**src/rtl/pc_seq_pkg.sv**
```systemverilog
// -----------------------------------------------------------------------------
// pc_seq_pkg
// Shared definitions for the program-counter sequencer. The instruction memory
// and the branch-target unit use the same address width and start address.
//   pc_state_e    : sequencer FSM state (2 bits)
//   PC_D          : default PC / instruction-address width
//   PC_START_ADDR : default PC loaded on each program start
// -----------------------------------------------------------------------------
package pc_seq_pkg;

    localparam int PC_D = 12;
    localparam logic [PC_D-1:0] PC_START_ADDR = '0;

    typedef enum logic [1:0] {
        ST_IDLE  = 2'd0,
        ST_RUN   = 2'd1,
        ST_DRAIN = 2'd2,
        ST_DONE  = 2'd3
    } pc_state_e;

endpackage

```
**src/rtl/pc_next.sv**
```systemverilog
// -----------------------------------------------------------------------------
// pc_next
// Combinational next-PC adder.
//   pc_i           : current program counter
//   branch_en_i    : select branch (pc + offset) instead of sequential (pc + 1)
//   target_i       : signed two's-complement branch offset, D bits
//   next_pc_o      : candidate next PC, modulo 2^D
//   seq_overflow_o : sequential increment attempted from 2^D-1
// -----------------------------------------------------------------------------
module pc_next
    import pc_seq_pkg::*;
#(
    parameter int D = PC_D
) (
    input  logic [D-1:0] pc_i,
    input  logic         branch_en_i,
    input  logic [D-1:0] target_i,
    output logic [D-1:0] next_pc_o,
    output logic         seq_overflow_o
);

    // Offset and PC share the same width, so a plain D-bit add equals adding
    // the sign-extended offset modulo 2^D. Branch wrap is legal, not a fault.
    always_comb begin
        if (branch_en_i) begin
            next_pc_o = pc_i + target_i;
        end else begin
            next_pc_o = pc_i + {{(D-1){1'b0}}, 1'b1};
        end
    end

    assign seq_overflow_o = !branch_en_i && (pc_i == {D{1'b1}});

endmodule

```
**src/rtl/pc_sequencer.sv**
```systemverilog
// -----------------------------------------------------------------------------
// pc_sequencer
// Owns the program counter and sequences instruction fetch.
//   Clk        : system clock, rising edge
//   Reset      : asynchronous active-high reset, clears all state
//   Start      : program start request (sampled in IDLE / DONE)
//   Stall      : hold PC this cycle
//   BranchEn   : branch taken for instruction at current PC
//   Target     : signed PC offset for the branch
//   Halt       : instruction at current PC is the halt instruction
//   ProgAddr   : current PC to instruction memory
//   Running    : high in RUN and DRAIN
//   Done       : high in DONE
//   Fault      : sequential fetch ran past address 2^D-1
//   InstrCount : saturating retired-instruction count for the current run
// All outputs come from registers or a decode of the state register.
// -----------------------------------------------------------------------------
module pc_sequencer
    import pc_seq_pkg::*;
#(
    parameter int              D          = PC_D,
    parameter int              CNT_W      = 16,
    parameter logic [D-1:0]    START_ADDR = PC_START_ADDR
) (
    input  logic             Clk,
    input  logic             Reset,
    input  logic             Start,
    input  logic             Stall,
    input  logic             BranchEn,
    input  logic [D-1:0]     Target,
    input  logic             Halt,
    output logic [D-1:0]     ProgAddr,
    output logic             Running,
    output logic             Done,
    output logic             Fault,
    output logic [CNT_W-1:0] InstrCount
);

    pc_state_e        state_q, state_d;
    logic [D-1:0]     pc_q, pc_d;
    logic [CNT_W-1:0] cnt_q, cnt_d;
    logic             fault_q, fault_d;

    logic [D-1:0]     next_pc;
    logic             seq_overflow;
    logic [CNT_W-1:0] cnt_inc;

    pc_next #(
        .D (D)
    ) u_pc_next (
        .pc_i           (pc_q),
        .branch_en_i    (BranchEn),
        .target_i       (Target),
        .next_pc_o      (next_pc),
        .seq_overflow_o (seq_overflow)
    );

    // Retired count sticks at all-ones rather than wrapping.
    assign cnt_inc = (cnt_q == {CNT_W{1'b1}}) ? cnt_q
                                              : cnt_q + {{(CNT_W-1){1'b0}}, 1'b1};

    always_ff @(posedge Clk or posedge Reset) begin
        if (Reset) begin
            state_q <= ST_IDLE;
            pc_q    <= '0;
            cnt_q   <= '0;
            fault_q <= 1'b0;
        end else begin
            state_q <= state_d;
            pc_q    <= pc_d;
            cnt_q   <= cnt_d;
            fault_q <= fault_d;
        end
    end

    always_comb begin
        state_d = state_q;
        pc_d    = pc_q;
        cnt_d   = cnt_q;
        fault_d = fault_q;

        case (state_q)
            ST_IDLE, ST_DONE: begin
                if (Start) begin
                    state_d = ST_RUN;
                    pc_d    = START_ADDR;
                    cnt_d   = '0;
                    fault_d = 1'b0;
                end
            end

            ST_RUN: begin
                // Stall freezes everything; Halt outranks a taken branch.
                if (!Stall) begin
                    cnt_d = cnt_inc;
                    if (Halt) begin
                        state_d = ST_DRAIN;
                    end else if (seq_overflow) begin
                        // Ran off the top of memory: keep PC at 2^D-1.
                        fault_d = 1'b1;
                        state_d = ST_DONE;
                    end else begin
                        pc_d = next_pc;
                    end
                end
            end

            // Single cycle for the halt instruction's writeback.
            ST_DRAIN: state_d = ST_DONE;

            default: state_d = ST_IDLE;
        endcase
    end

    assign ProgAddr   = pc_q;
    assign Running    = (state_q == ST_RUN) || (state_q == ST_DRAIN);
    assign Done       = (state_q == ST_DONE);
    assign Fault      = fault_q;
    assign InstrCount = cnt_q;

endmodule

```
**config.mk**
```make
export PLATFORM = sky130hd
export DESIGN_NAME = pc_sequencer
export DESIGN_NICKNAME = d
export VERILOG_FILES = /design/src/rtl/pc_seq_pkg.sv /design/src/rtl/pc_next.sv /design/src/rtl/pc_sequencer.sv
export SDC_FILE = /design/constraint.sdc
export NUM_CORES = 1
export LEC_CHECK = 0
export ABC_AREA = 1
export CAP_MARGIN = 20
export CELL_PAD_IN_SITES_DETAIL_PLACEMENT = 0
export CELL_PAD_IN_SITES_GLOBAL_PLACEMENT = 1
export CORE_MARGIN = 8
export CORE_UTILIZATION = 36
export CTS_CLUSTER_SIZE = 25
export DETAILED_ROUTE_END_ITERATION = 12
export PLACE_DENSITY = 0.9
export SETUP_SLACK_MARGIN = 0.15
export SKIP_LAST_GASP = 1
export SYNTH_ARGS = -nofsm -noshare
export SYNTH_HDL_FRONTEND = slang
export SYNTH_SLANG_ARGS = --single-unit
```
**constraint.sdc**
```tcl
create_clock -name Clk -period 1.85 [get_ports Clk]
set_input_delay 0.37 -clock Clk [delete_from_list [all_inputs] [get_ports Clk]]
set_output_delay 0.37 -clock Clk [all_outputs]
set_load 0.005 [all_outputs]
```
# ---- Word-level counts from Yosys, hierarchy flattened
# Cells that the tools add are included.
# Widths: inputs -> output; s select.
dict set report op_classes {
  n_addsub 3
  n_eq_ne 12
  mux 20
  reduce_logical 10
}
# op n
set ops {}
lappend ops {{$mux 12} 5}
lappend ops {{$mux 16} 3}
lappend ops {{$pmux 16 s2} 1}
lappend ops {{$pmux 12 s2} 1}
lappend ops {{$add 16x1->16 const B} 1}
lappend ops {{$eq 16x16->1 const B} 1}
lappend ops {{$add 12x1->12 const B} 1}
lappend ops {{$add 12x12->12} 1}
lappend ops {{$eq 12x12->1 const B} 1}
lappend ops {{$ne 2x2->1 const B} 6}
lappend ops {{$reduce_and 5->1} 2}
lappend ops {{$mux 2} 4}
lappend ops {{$pmux 2 s3} 1}
lappend ops {{$eq 2x2->1 const B} 2}
lappend ops {{$mux 1} 4}
lappend ops {{$reduce_and 4->1} 1}
lappend ops {{$ne 3x3->1 const B} 1}
lappend ops {{$reduce_and 3->1} 1}
lappend ops {{$eq 2x1->1 const B} 1}
lappend ops {{$logic_not 2->1} 1}
lappend ops {{$pmux 1 s2} 1}
lappend ops {{$reduce_bool 2->1} 1}
lappend ops {{$reduce_or 2->1} 1}
lappend ops {{$logic_and 1x1->1} 1}
lappend ops {{other kinds (2)} 2}
dict set report word_totals {
  ff_bits 31
  output_inout_bits 31
  word_cells 49
}

# ---- Logic depth before layout (Yosys ltp)
dict set report logic_depth {
  word_depth 6
  mapped_depth 13
}

# ---- Cells and area by module
# A second synthesis with hierarchy kept.
dict set report unflattened {
  cells_unflattened 386
  area_unflattened_um2 2547.4
}
# module instances cells_per_inst area_per_inst_um2 seq_area_each_um2
set modules_own_cells {}
lappend modules_own_cells {pc_sequencer 1 236 1788.0 775.7}
lappend modules_own_cells {pc_next 1 150 759.5 0.0}

# ---- Least setup slack after synthesis
# OpenSTA, ideal clock, no wires.
dict set report synth_path {
  path_type {input to register}
  start {input port BranchEn}
  end {register pc_q[6] (netlist: ProgAddr[6])}
  arrival_ns 1.875
  t_required_ns 1.733
  slack_ns -0.142
  stages 11
  path_buffers 1
  cell_sequence {clkbuf_1 > nand2_1 > ha_1 > fa_1 > nand3_1 > nand3_1 > nand2_1 > nand2_1 > xor2_1 > nand2_1 > nand2_1}
}
dict set report synth_between {
  elab_chain_len 5
  elab_cells_between_ends 9
  cone_classes {1 x eq/ne; 5 x mux; 3 x reduce/logical}
}
# element line
set synth_lines {}
lappend synth_lines {{from (decl)} pc_sequencer.sv:29} ;# input logic BranchEn,
lappend synth_lines {{$mux 12} pc_next.sv:25} ;# if (branch_en_i) begin
lappend synth_lines {{$mux 12} pc_sequencer.sv:98} ;# end else if (seq_overflow) begin
lappend synth_lines {{$mux 12} pc_sequencer.sv:96} ;# if (Halt) begin
lappend synth_lines {{$mux 12} pc_sequencer.sv:94} ;# if (!Stall) begin
lappend synth_lines {{$pmux 12 s2} pc_sequencer.sv:82} ;# case (state_q)
lappend synth_lines {{to (signal assigned)} pc_sequencer.sv:70} ;# pc_q <= pc_d;
lappend synth_lines {{to (decl)} pc_sequencer.sv:40} ;# logic [D-1:0] pc_q, pc_d;
# Parallel ways exist; a longest one is shown, timed or not. The select of a mux whose other input is x is not followed.
# A chain may end at the register's enable or synchronous reset.

# ---- Worst setup path in the final report
dict set report layout_path {
  start {register state_q[0]}
  end {register pc_q[7] (netlist: ProgAddr[7])}
}
dict set report layout_between {
  elab_chain_len 4
  elab_cells_between_ends 11
  cone_classes {6 x eq/ne; 1 x mux; 4 x reduce/logical}
}
# element line
set layout_lines {}
lappend layout_lines {{from (decl)} pc_sequencer.sv:39} ;# pc_state_e state_q, state_d;
lappend layout_lines {{from (signal assigned)} pc_sequencer.sv:69} ;# state_q <= state_d;
lappend layout_lines {{$eq 2x2->1 or $logic_not 2->1 (tied branches)} pc_sequencer.sv:82}
lappend layout_lines {{$reduce_or 2->1} pc_sequencer.sv:82}
lappend layout_lines {{$ne 2x2->1 (no source line) or $reduce_bool 2->1 (tied branches)} n/a}
lappend layout_lines {{$reduce_and 5->1 (no source line)} n/a}
# Parallel ways exist; a longest one is shown, timed or not.

==> metrics <==
status=complete, no violations; Slew @ Worst Pin=404.6 ps; R2R setup slack=40 ps; Final ANT Viol Nets=0; Top-Level Pins=49; clock root cell=clkbuf_8; total grt overflow=0; drt via density=4.774; register area share after synthesis=31.27%; # port buffers=48; CTS tree=done; Final min period=1814 ps; Starting Density=36.93%; RD Place Congestion=0.8689; multi-input logic area=1715 um2; Worst EP arrival=1990 ps; Leakage=1.808 nW; total track usage=14.63%; R2R Path End=ProgAddr[7]$_DFFE_PP0P_; max frequency=551.3 MHz; Final Max Slew Viols=0; P&R area growth vs syn=48.51%; Die Wd=99.02 um; vias=2602; pwr dens=1198 nW/um2; post-synthesis cell type count=29; DIE AREA=9805 um2; insertion delay to the later sink of the worst-skew pair=280 ps; # rows=30; # H-tree levels=2; final setup TNS=0 ps; final worst slack=36.22 ps; Routed WL per cell=13.24 um; crit end category=register; Setup WS pre-CTS=-544.1 ps; largest net degree at the start of global routing=32; worst hold path type=in2async; WP data required=2020 ps; CP max FO=6; commonest cells after routing, fill and taps aside=129 x nand2_1, 44 x clkdlybuf4s50_1, 43 x inv_1; crit start category=register; drt total wl=7214 um; global-route wire length before repair=11850 um; fraction of layout instances using a drive strength above 1=23.44%; Longest Clk Path Bufs=2; drt first pass iters=4; Nets=499; synth warn=0; ant diodes=0; initial antenna violation count=0; Die H=99.02 um; Clock Sinks=31; RSZ-0062 raised after global routing=yes; sequential standard cell area=787.0 um2; syn avg cell area=6.495 um2; post-detail-place hpwl=5373 um; Worst-path clk slew=70 ps; critical path launch point=state_q[0]$_DFFE_PP0P_; worst r2r src=state_q[0]$_DFFE_PP0P_; synthesized cell area=2481 um2; Clock Skew=9.463 ps; Rel. slew slack=73.03%; Final Hold Viols=0; cts bufs inserted=5; filler instances=642; area post-placement=3224 um2; area of the core=6719 um2; Final Cycle Share=98.04%; most common cell after layout, fill and taps aside=nand2_1; Post-Syn Nets=416; Crit Path Category=reg2reg; R2R cell count=13; Final Instance Area=3685 um2; worst vdd ir=544.5 uV; vias in the first global route=2542; Max-cap violations=0; count of mapped cells out of synthesis=382; DRC Markers=0; DR iter-0 viols=104; Setup-failing EPs final=0; Synth Register Bits=31
==> repair_timing <==
item / 4_1_cts / 5_1_grt
gates cloned: 1 / 0
hold buffers: 0 / 0
setup buffers: 8 / 3
resized for setup: 38 / 34
setup endpoints to repair: 31 / 39
pin swaps: 14 / 9
==> synth_stat cells <==
cell type,instances,area [um2]
xor2_1,13,113.9
clkbuf_1,1,3.750
buf_2,1,5.000
nand2_2,2,12.51
a21oi_1,6,30.03
nand4_1,10,62.56
nand3_1,32,160.2
buf_4,3,22.52
and2_1,1,6.260
nor2_4,1,11.26
inv_2,4,15.01
a21oi_2,1,8.760
nor2_2,3,18.77
dfrtp_1,31,775.7
buf_6,2,22.52
o21ai_2,1,8.760
or2_2,2,12.51
fa_1,1,20.02
a21o_1,1,7.510
o21ai_0,2,10.01
nor3_1,2,10.01
nor2_1,37,138.9
inv_1,46,172.7
nand2_1,148,555.5
buf_1,1,3.750
o21bai_1,3,22.52
nand3b_1,1,7.510
o21ai_1,11,55.05
ha_1,15,187.7
==> kinds of logic after synthesis <==
| family | after synthesis | share of synthesized area [%] |
|---|---|---|
| buffers and inverters | 58 | 9.883 |
| AO/OA/AOI/OAI | 25 | 5.749 |
| XOR/XNOR | 13 | 4.589 |
| AND/OR/NAND/NOR | 239 | 40.14 |
| adder cells (fa/ha/maj) | 16 | 8.371 |
| flip-flops | 31 | 31.27 |
==> area by class of cell <==
type	instances	share of cell area [%]
tap	80	2.716
clock buffer	6	2.241
clock inverter	1	0.1358
inverter	50	5.229
multi-input combinational	293	46.55
timing repair buffer	84	21.77
sequential	31	21.36
==> where the power goes <==
group          switching (mW)  leakage [nW]  internal, mW
registers               0.210         0.409         0.807
logic                    1.41          1.35          1.46
clock network           0.241        0.0470         0.291
==> routing by layer <==
metal / global-route usage, % / routed length, um / vias up
li1: - / - / 1363
met1: 19.59 / 3517 / 1181
met2: 23.75 / 3371 / 52
met3: 2.255 / 274 / 6
met4: 3.778 / 51 / 0
met5: 0 / 0 / -
==> critical path, cell delays in order, from the launching register on <==
cell and delay, ps:
dfrtp_1 390, buf_4 160, ha_4 170, nand2_4 60
o21ai_4 60, buf_6 110, nor2_4 80, inv_2 60
a21oi_2 130, nand2_2 100, buf_12 140, buf_16 130
nand2_4 50, nand2_2 60
==> stage by stage <==
| step | power, mW | util, % | hold WS [ps] | cells |
|---|---|---|---|---|
| 3_3_place_gp | 2.947 | 47.99 | 509.1 | 526 |
| 5_1_grt | 4.739 | 54.84 | 528.3 | 545 |
| 4_1_cts | 4.193 | 52.74 | 491.5 | 542 |
| 2_1_floorplan | 2.187 | - | 473.5 | 382 |
| 3_5_place_dp | 2.970 | 47.99 | 524.0 | 526 |
| 6_report | 4.415 | 54.84 | 476.9 | 545 |
==> sequential cells by signal, summed over array words and instances (netlist names) <==
| signal | cells |
|---|---|
| ProgAddr | 12 |
| state_q | 2 |
| Fault | 1 |
| InstrCount | 16 |
==> worst max path at each step <==
stage | to | slack (ps) | cells after the start
after global placement | ProgAddr[10]$_DFFE_PP0P_ | -510 | 12
after global routing | ProgAddr[7]$_DFFE_PP0P_ | -40 | 14
after floorplan | ProgAddr[6]$_DFFE_PP0P_ | 150 | 11
after detailed placement | ProgAddr[10]$_DFFE_PP0P_ | -540 | 12
final | ProgAddr[7]$_DFFE_PP0P_ | 40 | 13
after CTS | ProgAddr[10]$_DFFE_PP0P_ | 2 | 12
Note: power is estimated with default switching activity, not from simulation.
